--- src/rtl/rv32i_types.sv ---
// Shared RV32I pipeline types: fetch FSM encoding, IF/ID handoff record, reset vector.
package rv32i_types;

  localparam logic [31:0] IF_RESET_PC = 32'h4000_0060;

  typedef enum logic [1:0] {
    IDLE,
    REQ,
    DISCARD
  } fetch_state_t;

  typedef struct packed {
    logic        valid;
    logic [31:0] pc;
    logic [31:0] instr;
  } if_id_t;

endpackage

--- src/rtl/fetch_fifo.sv ---
// Two-entry {pc, instr} buffer between instruction memory and ID; entry 0 is always the head.
module fetch_fifo
  import rv32i_types::*;
(
  input  logic        clk,
  input  logic        rst,
  input  logic        push,
  input  logic        pop,
  input  logic        flush,
  input  logic [31:0] push_pc,
  input  logic [31:0] push_instr,
  output logic [1:0]  occ,
  output if_id_t      head
);

  logic [31:0] pc0, pc1, instr0, instr1;

  always_ff @(posedge clk or negedge rst) begin
    if (!rst) begin
      occ    <= '0;
      pc0    <= '0;
      pc1    <= '0;
      instr0 <= '0;
      instr1 <= '0;
    end else if (flush) begin
      occ <= '0;
    end else begin
      case ({push, pop})
        2'b10: begin
          if (occ == 2'd0) begin
            pc0    <= push_pc;
            instr0 <= push_instr;
          end else begin
            pc1    <= push_pc;
            instr1 <= push_instr;
          end
          occ <= occ + 2'd1;
        end
        2'b01: begin
          pc0    <= pc1;
          instr0 <= instr1;
          occ    <= occ - 2'd1;
        end
        2'b11: begin
          // Simultaneous push/pop: new entry lands behind whatever remains after the pop.
          if (occ == 2'd1) begin
            pc0    <= push_pc;
            instr0 <= push_instr;
          end else begin
            pc0    <= pc1;
            instr0 <= instr1;
            pc1    <= push_pc;
            instr1 <= push_instr;
          end
        end
        default: ;
      endcase
    end
  end

  always_comb begin
    head.valid = (occ != 2'd0);
    head.pc    = head.valid ? pc0 : '0;
    head.instr = head.valid ? instr0 : '0;
  end

endmodule

--- src/rtl/if_stage.sv ---
// Instruction fetch: one outstanding imem request, redirect flush with in-flight discard,
// and a two-entry buffer toward ID.
module if_stage
  import rv32i_types::*;
#(
  parameter logic [31:0] RESET_PC = IF_RESET_PC
) (
  input  logic        clk,
  input  logic        rst,
  output logic        imem_read,
  output logic [31:0] imem_address,
  input  logic [31:0] imem_rdata,
  input  logic        imem_resp,
  input  logic        redirect_i,
  input  logic [31:0] redirect_pc_i,
  input  logic        stall_i,
  output logic        if_valid_o,
  output logic [31:0] if_pc_o,
  output logic [31:0] if_instr_o
);

  fetch_state_t state, state_n;
  logic [31:0]  fetch_pc, fetch_pc_n;
  logic [31:0]  req_addr, req_addr_n;
  logic [1:0]   occ, occ_next;
  logic         fill, pop, issue, can_issue;
  if_id_t       head;

  fetch_fifo u_fifo (
    .clk        (clk),
    .rst        (rst),
    .push       (fill),
    .pop        (pop),
    .flush      (redirect_i),
    .push_pc    (req_addr),
    .push_instr (imem_rdata),
    .occ        (occ),
    .head       (head)
  );

  always_ff @(posedge clk or negedge rst) begin
    if (!rst) begin
      state    <= IDLE;
      fetch_pc <= RESET_PC;
      req_addr <= RESET_PC;
    end else begin
      state    <= state_n;
      fetch_pc <= fetch_pc_n;
      req_addr <= req_addr_n;
    end
  end

  always_comb begin
    state_n    = state;
    fetch_pc_n = fetch_pc;
    req_addr_n = req_addr;
    issue      = 1'b0;
    pop        = head.valid && !stall_i && !redirect_i;
    fill       = (state == REQ) && imem_resp && !redirect_i;
    // Issue only when a response landing next could not overflow the buffer.
    occ_next   = occ + {1'b0, fill} - {1'b0, pop};
    can_issue  = (occ_next <= 2'd1);

    if (redirect_i) begin
      fetch_pc_n = redirect_pc_i;
      if (state != IDLE) state_n = imem_resp ? IDLE : DISCARD;
    end else begin
      case (state)
        IDLE:    issue = can_issue;
        REQ: begin
          if (imem_resp) begin
            if (can_issue) issue = 1'b1;
            else           state_n = IDLE;
          end
        end
        DISCARD: if (imem_resp) state_n = IDLE;
        default: state_n = IDLE;
      endcase
    end

    if (issue) begin
      req_addr_n = fetch_pc;
      fetch_pc_n = fetch_pc + 32'd4;
      state_n    = REQ;
    end
  end

  assign imem_read    = (state == REQ) || (state == DISCARD);
  assign imem_address = req_addr;
  assign if_valid_o   = head.valid;
  assign if_pc_o      = head.pc;
  assign if_instr_o   = head.instr;

endmodule

--- config.mk ---
export PLATFORM = sky130hd
export DESIGN_NAME = if_stage
export DESIGN_NICKNAME = d
export VERILOG_FILES = /design/src/rtl/rv32i_types.sv /design/src/rtl/fetch_fifo.sv /design/src/rtl/if_stage.sv
export SDC_FILE = /design/constraint.sdc
export NUM_CORES = 1
export LEC_CHECK = 0
export CAP_MARGIN = 10
export CORE_ASPECT_RATIO = 0.75
export CORE_MARGIN = 2
export CORE_UTILIZATION = 50
export DETAILED_ROUTE_END_ITERATION = 10
export GPL_TIMING_DRIVEN = 0
export MAX_ROUTING_LAYER = met4
export PLACE_DENSITY = 0.78
export SKIP_CTS_REPAIR_TIMING = 1
export SYNTH_ARGS = -nofsm -noshare
export SYNTH_HDL_FRONTEND = slang
export SYNTH_SLANG_ARGS = --single-unit
--- constraint.sdc ---
create_clock -name clk -period 4.43 [get_ports clk]
set_input_delay 0.886 -clock clk [delete_from_list [all_inputs] [get_ports clk]]
set_output_delay 0.886 -clock clk [all_outputs]
set_load 0.03 [all_outputs]
Word-level counts from Yosys, hierarchy flattened
Index checks and enable logic that the tools add are counted.
W data, S select, Z words.
{"block": "word_totals", "reg_bits": 196, "input_bits": 69, "out_inout_bits": 98, "wordCells": 77}
{"block": "classes", "add_sub_neg": 5, "magnitude_cmp": 1, "n_eq_ne": 14, "muxes": 30, "n_bitwise": 1, "n_reduce_logical": 18}
{"operator": "$mux W32", "count": 12}
{"operator": "$pmux W32 S3", "count": 2}
{"operator": "$pmux W32 S2", "count": 2}
{"operator": "$add A32 B3 Y32 const B", "count": 1}
{"operator": "$mux W2", "count": 8}
{"operator": "$ne A4 B4 Y1 const B", "count": 3}
{"operator": "$reduce_bool A2 Y1", "count": 4}
{"operator": "$eq A2 B1 Y1 const B", "count": 3}
{"operator": "$eq A2 B2 Y1 const B", "count": 3}
{"operator": "$pmux W2 S3", "count": 1}
{"operator": "$reduce_bool A3 Y1", "count": 2}
{"operator": "$reduce_and A5 Y1", "count": 1}
{"operator": "$logic_and A1 B1 Y1", "count": 4}
{"operator": "$logic_not A2 Y1", "count": 2}
{"operator": "$ne A2 B2 Y1 const B", "count": 2}
{"operator": "$pmux W2 S2", "count": 1}
{"operator": "$reduce_and A4 Y1", "count": 1}
{"operator": "$mux W1", "count": 3}
{"operator": "$ne A3 B1 Y1 const B", "count": 1}
{"operator": "$ne A3 B3 Y1 const B", "count": 1}
{"operator": "$reduce_and A3 Y1", "count": 1}
{"operator": "$add A2 B1 Y2", "count": 1}
{"operator": "$add A2 B1 Y2 const B", "count": 1}
{"operator": "$le A2 B1 Y1 const B", "count": 1}
{"operator": "7 further kinds", "count": 8}

Longest topological paths before layout
{"block": "depth", "ltp_word": 12, "ltp_mapped": 12, "ltp_nobuf": 9}

Modules after synthesis
A second synthesis with hierarchy kept.
{"block": "unflattened", "cells_unflattened": 743, "hier_area_um2": 10124.7}
{"mod": "fetch_fifo", "instances": 1, "cells_each": 433, "area_each_um2": 6841.6, "seq_area_each_um2": 3253.1}
{"mod": "if_stage", "instances": 1, "cells_each": 310, "area_each_um2": 3283.1, "seq_area_each_um2": 1659.1}

Least setup slack after synthesis
OpenSTA, ideal clock, no wires.
{"block": "synth_path", "kind": "in2reg", "from": "input redirect_i", "to": "register fetch_pc[30]", "setup_time_ns": 0.077, "t_arrival_ns": 2.763, "required_time_ns": 4.353, "slack_ns": 1.590, "stages": 7, "path_buffers": 0, "path_cell_list": "nor3_2 -> ha_1 -> and4bb_2 -> or2_2 -> nand2_4 -> or4_1 -> a31oi_1"}
{"block": "synth_via", "elab_chain_cells": 10, "elab_cells_between_ends": 12, "cone_classes": "add/sub: 2; order compare: 1; mux: 5; reduce/logical: 4"}
{"element": "from (decl)", "line_no": "if_stage.sv:14", "rtl": "input logic redirect_i,"}
{"element": "$logic_not A1 Y1", "line_no": "if_stage.sv:58, if_stage.sv:59"}
{"element": "$logic_and A1 B1 Y1", "line_no": "if_stage.sv:59", "rtl": "fill = (state == REQ) && imem_resp && !redirect_i;"}
{"element": "$add A2 B1 Y2", "line_no": "if_stage.sv:61", "rtl": "occ_next = occ + {1'b0, fill} - {1'b0, pop};"}
{"element": "$sub A2 B1 Y2", "line_no": "if_stage.sv:61"}
{"element": "$le A2 B1 Y1", "line_no": "if_stage.sv:62", "rtl": "can_issue = (occ_next <= 2'd1);"}
{"element": "$mux W1", "line_no": "if_stage.sv:72", "rtl": "if (can_issue) issue = 1'b1;"}
{"element": "$mux W1", "line_no": "if_stage.sv:71", "rtl": "if (imem_resp) begin"}
{"element": "$pmux W1 S2", "line_no": "if_stage.sv:68", "rtl": "case (state)"}
{"element": "$mux W1", "line_no": "if_stage.sv:64", "rtl": "if (redirect_i) begin"}
{"element": "$mux W32 / $reduce_bool A2 Y1 (equally long branches)"}
{"element": "to (signal assigned)", "line_no": "if_stage.sv:48", "rtl": "fetch_pc <= fetch_pc_n;"}
{"element": "to (decl)", "line_no": "if_stage.sv:23", "rtl": "logic [31:0] fetch_pc, fetch_pc_n;"}
Several ways; a longest one is shown, not always the timed one.
A chain may end at the register's enable or synchronous reset.

Worst setup path after layout
{"block": "layout_path", "from": "register u_fifo.occ[1]", "to": "output if_instr_o[27]"}
{"block": "layout_via", "elab_chain_cells": 2}
{"element": "from (decl)", "line_no": "fetch_fifo.sv:12", "rtl": "output logic [1:0] occ,"}
{"element": "from (signal assigned)", "line_no": "fetch_fifo.sv:37", "rtl": "occ <= occ + 2'd1;"}
{"element": "from (signal assigned)", "line_no": "fetch_fifo.sv:42", "rtl": "occ <= occ - 2'd1;"}
{"element": "$reduce_bool A2 Y1", "line_no": "fetch_fifo.sv:62", "rtl": "head.valid = (occ != 2'd0);"}
{"element": "$mux W32", "line_no": "fetch_fifo.sv:64", "rtl": "head.instr = head.valid ? instr0 : '0;"}
{"element": "to (decl)", "line_no": "if_stage.sv:19", "rtl": "output logic [31:0] if_instr_o"}
Every way passes these cells.

==> impl_metrics.json <==
{
  "required_ns": 3.54,
  "async_reset_ff_frac": 1.00,
  "cp_max_fo": 10,
  "drc_errors": 0,
  "rsz0062_at_grt": "false",
  "crit_type": "reg -> out",
  "overflow": 0,
  "slew_headroom": 0.436,
  "critPathArrivalTime_ns": 3.12,
  "die_h_um": 123,
  "min_path_type": "reg -> reg",
  "grt_pass1_wl_mm": 36.1,
  "rows": 43,
  "wire_per_inst_um": 17.4,
  "finalNetCount": 1139,
  "finalWirelength_mm": 23.0,
  "max_stage_delay_ns": 0.61,
  "slowest_stage": "clkbuf_1",
  "syn_nets": 954,
  "drive_above_1_share": 0.138,
  "netlist_instances": 878,
  "outcome": "finished clean",
  "layout_common_cells": "190 x dfrtp_1, 164 x clkdlybuf4s50_1, 114 x nand2_1, 86 x nor2_1, 69 x a21oi_1",
  "grtUsageTotal": 0.242,
  "setup_slack_ns": 0.427,
  "layout_commonest_cell": "dfrtp_1",
  "synth_edf_count": 0,
  "cp_cell_sequence": "buf_2, inv_1, ha_1, clkbuf_1, clkbuf_1, nor2b_1, clkdlybuf4s50_1",
  "place_congestion": 0.941,
  "hold_viol_final": 0,
  "die_area_um2": 20000,
  "dr.pass1.iters": 8,
  "critPathLaunchType": "flop",
  "fillers": 1507,
  "p_per_area_nw_per_um2": 750,
  "fmax_ghz": 0.250,
  "syn_area_um2": 9450,
  "slew_viol_final": 0,
  "grt_pass1_vias": 6772,
  "min_period_over_period": 0.904,
  "cts_tree": "built",
  "area_growth_pct": 27.2,
  "grt_max_degree": 113,
  "n_antenna_cell": 0,
  "synth_seq_cells": 196,
  "timing.final.setup_violations": 0,
  "skew_ns": 0.00817,
  "fp.dieW_um": 163,
  "synth_top_area_frac": 0.503,
  "ys.flop_type": "dfrtp_1",
  "period_needed_ns": 4.00,
  "cts-root-buf": "clkbuf_16",
  "synth.area.top_cells": "dfrtp_1 50%, mux2i_1 7.0%, mux2_2 5.1%",
  "endpoint_kind": "output port",
  "io_buffers": 165,
  "yosysSeqAreaShare": 0.520,
  "core-area_um2": 18500,
  "syn_avg_cell_area_um2": 10.8,
  "ctsHtreeMaxLevel": 4,
  "dp_cells": 1291,
  "start_util": 0.510,
  "clock-sinks": 196,
  "clock_latency_ns": 0.43,
  "drt-initial-drc-count": 679,
  "clockBufferDepth": 2,
  "io_pins": 167,
  "viasPerCell": 5.43,
  "ys_warn_count": 0,
  "peakVddDrop_mv": 0.366,
  "instances_no_fill": 1323,
  "antenna_found_initial": 0,
  "vias": 7180,
  "ant_nets": 0,
  "cpMostUsedCell": "clkbuf_1",
  "hold_slack_ns": 0.478,
  "tightest_slew_ns": 0.846,
  "dpl.hpwl_mm": 16.5,
  "path_clk_slew_ns": 0.07,
  "synth_cell_types": 68,
  "yosys.area.top_type": "dfrtp_1",
  "leakagePower_nw": 5.56,
  "max_cap_violations": 0,
  "post-place-ws_ns": 0.751,
  "cts_buffers": 17
}
==> registers in the layout (all words and copies together), names as in the netlist <==
register	count
u_fifo.pc0	32
u_fifo.pc1	32
u_fifo.instr1	32
u_fifo.instr0	32
imem_address	32
state	2
fetch_pc	32
u_fifo.occ	2
==> cell type report <==
| cell class | count | area [um^2] | share of cell area |
|---|---|---|---|
| clock buffer | 20 | 447 | 0.0372 |
| tap | 247 | 309 | 0.0257 |
| sequential | 196 | 4910 | 0.409 |
| clock inverter | 12 | 130 | 0.0108 |
| inverter | 10 | 37.5 | 0.00312 |
| buffer | 56 | 304 | 0.0253 |
| timing repair buffer | 166 | 1680 | 0.140 |
| multi-input combinational | 616 | 4190 | 0.349 |
==> kinds of logic after synthesis <==
logic type,after synthesis,synth area share
and+or+nand+nor,327,0.175
DFF,196,0.520
adders and majority gates,7,0.00927
muxes,133,0.154
xor gates and xnor gates,21,0.0219
buffers and inverters,66,0.0362
AOI/OAI and AO/OA,128,0.0844
==> critical path: cells and delay by family, from the launching register on <==
family	cells	cell delay (ns)
buf+inv	5	1.90
flops	1	0.37
fa+ha+maj	1	0.33
simple gates	1	0.10
==> synth_stat cells (6+ instances only) <==
master	count
mux2i_1	66
nor2b_1	65
mux2_4	10
mux2_1	14
ha_1	7
o2111ai_1	7
dfstp_2	6
a21oi_1	69
xor2_1	10
inv_1	10
xnor2_1	9
buf_2	18
dfrtp_1	190
nand3_1	7
mux2_2	43
nand2_1	114
buf_6	8
nor2_1	86
nand4_1	9
nor3_2	6
o21ai_0	17
clkbuf_1	26
==> through the flow <==
step	util	total power, mW	TNS (ns)	cell area (um^2)
after floorplan	-	5.86	0	9450
after global placement	0.616	7.41	-1089.82	11400
after detailed placement	0.618	7.51	0	11400
after CTS	0.649	9.06	0	12000
after global routing	0.649	9.55	0	12000
final	0.649	9.01	0	12000
==> layer usage <==
layer  part of all wire  vias up  GRT usage
met5                  0        -          -
met2               0.44      266      0.350
met3              0.066       19     0.0510
li1                   -     3402          -
met4              0.010        0     0.0459
met1               0.48     3493      0.356
==> final timing paths <==
kind	startpoint	endpoint	slack (ns)	cells after the start
worst max-delay path	u_fifo.occ[1]	if_instr_o[27]	0.43	7
worst min-delay path	fetch_pc[6]	imem_address[6]	0.48	2
worst max register to register	u_fifo.occ[1]	fetch_pc[18]	1.20	10
worst min register to register	fetch_pc[6]	imem_address[6]	0.48	2
max in group asynchronous	rst	imem_address[6]	2.97	2
min in group asynchronous	rst	u_fifo.instr1[12]	0.54	1
==> report_power, final <==
part | internal, mW | switching (mW)
Sequential | 2.56 | 0.496
Clock | 0.848 | 0.674
Combinational | 1.86 | 2.57
Power figures use the tool's default switching activity.
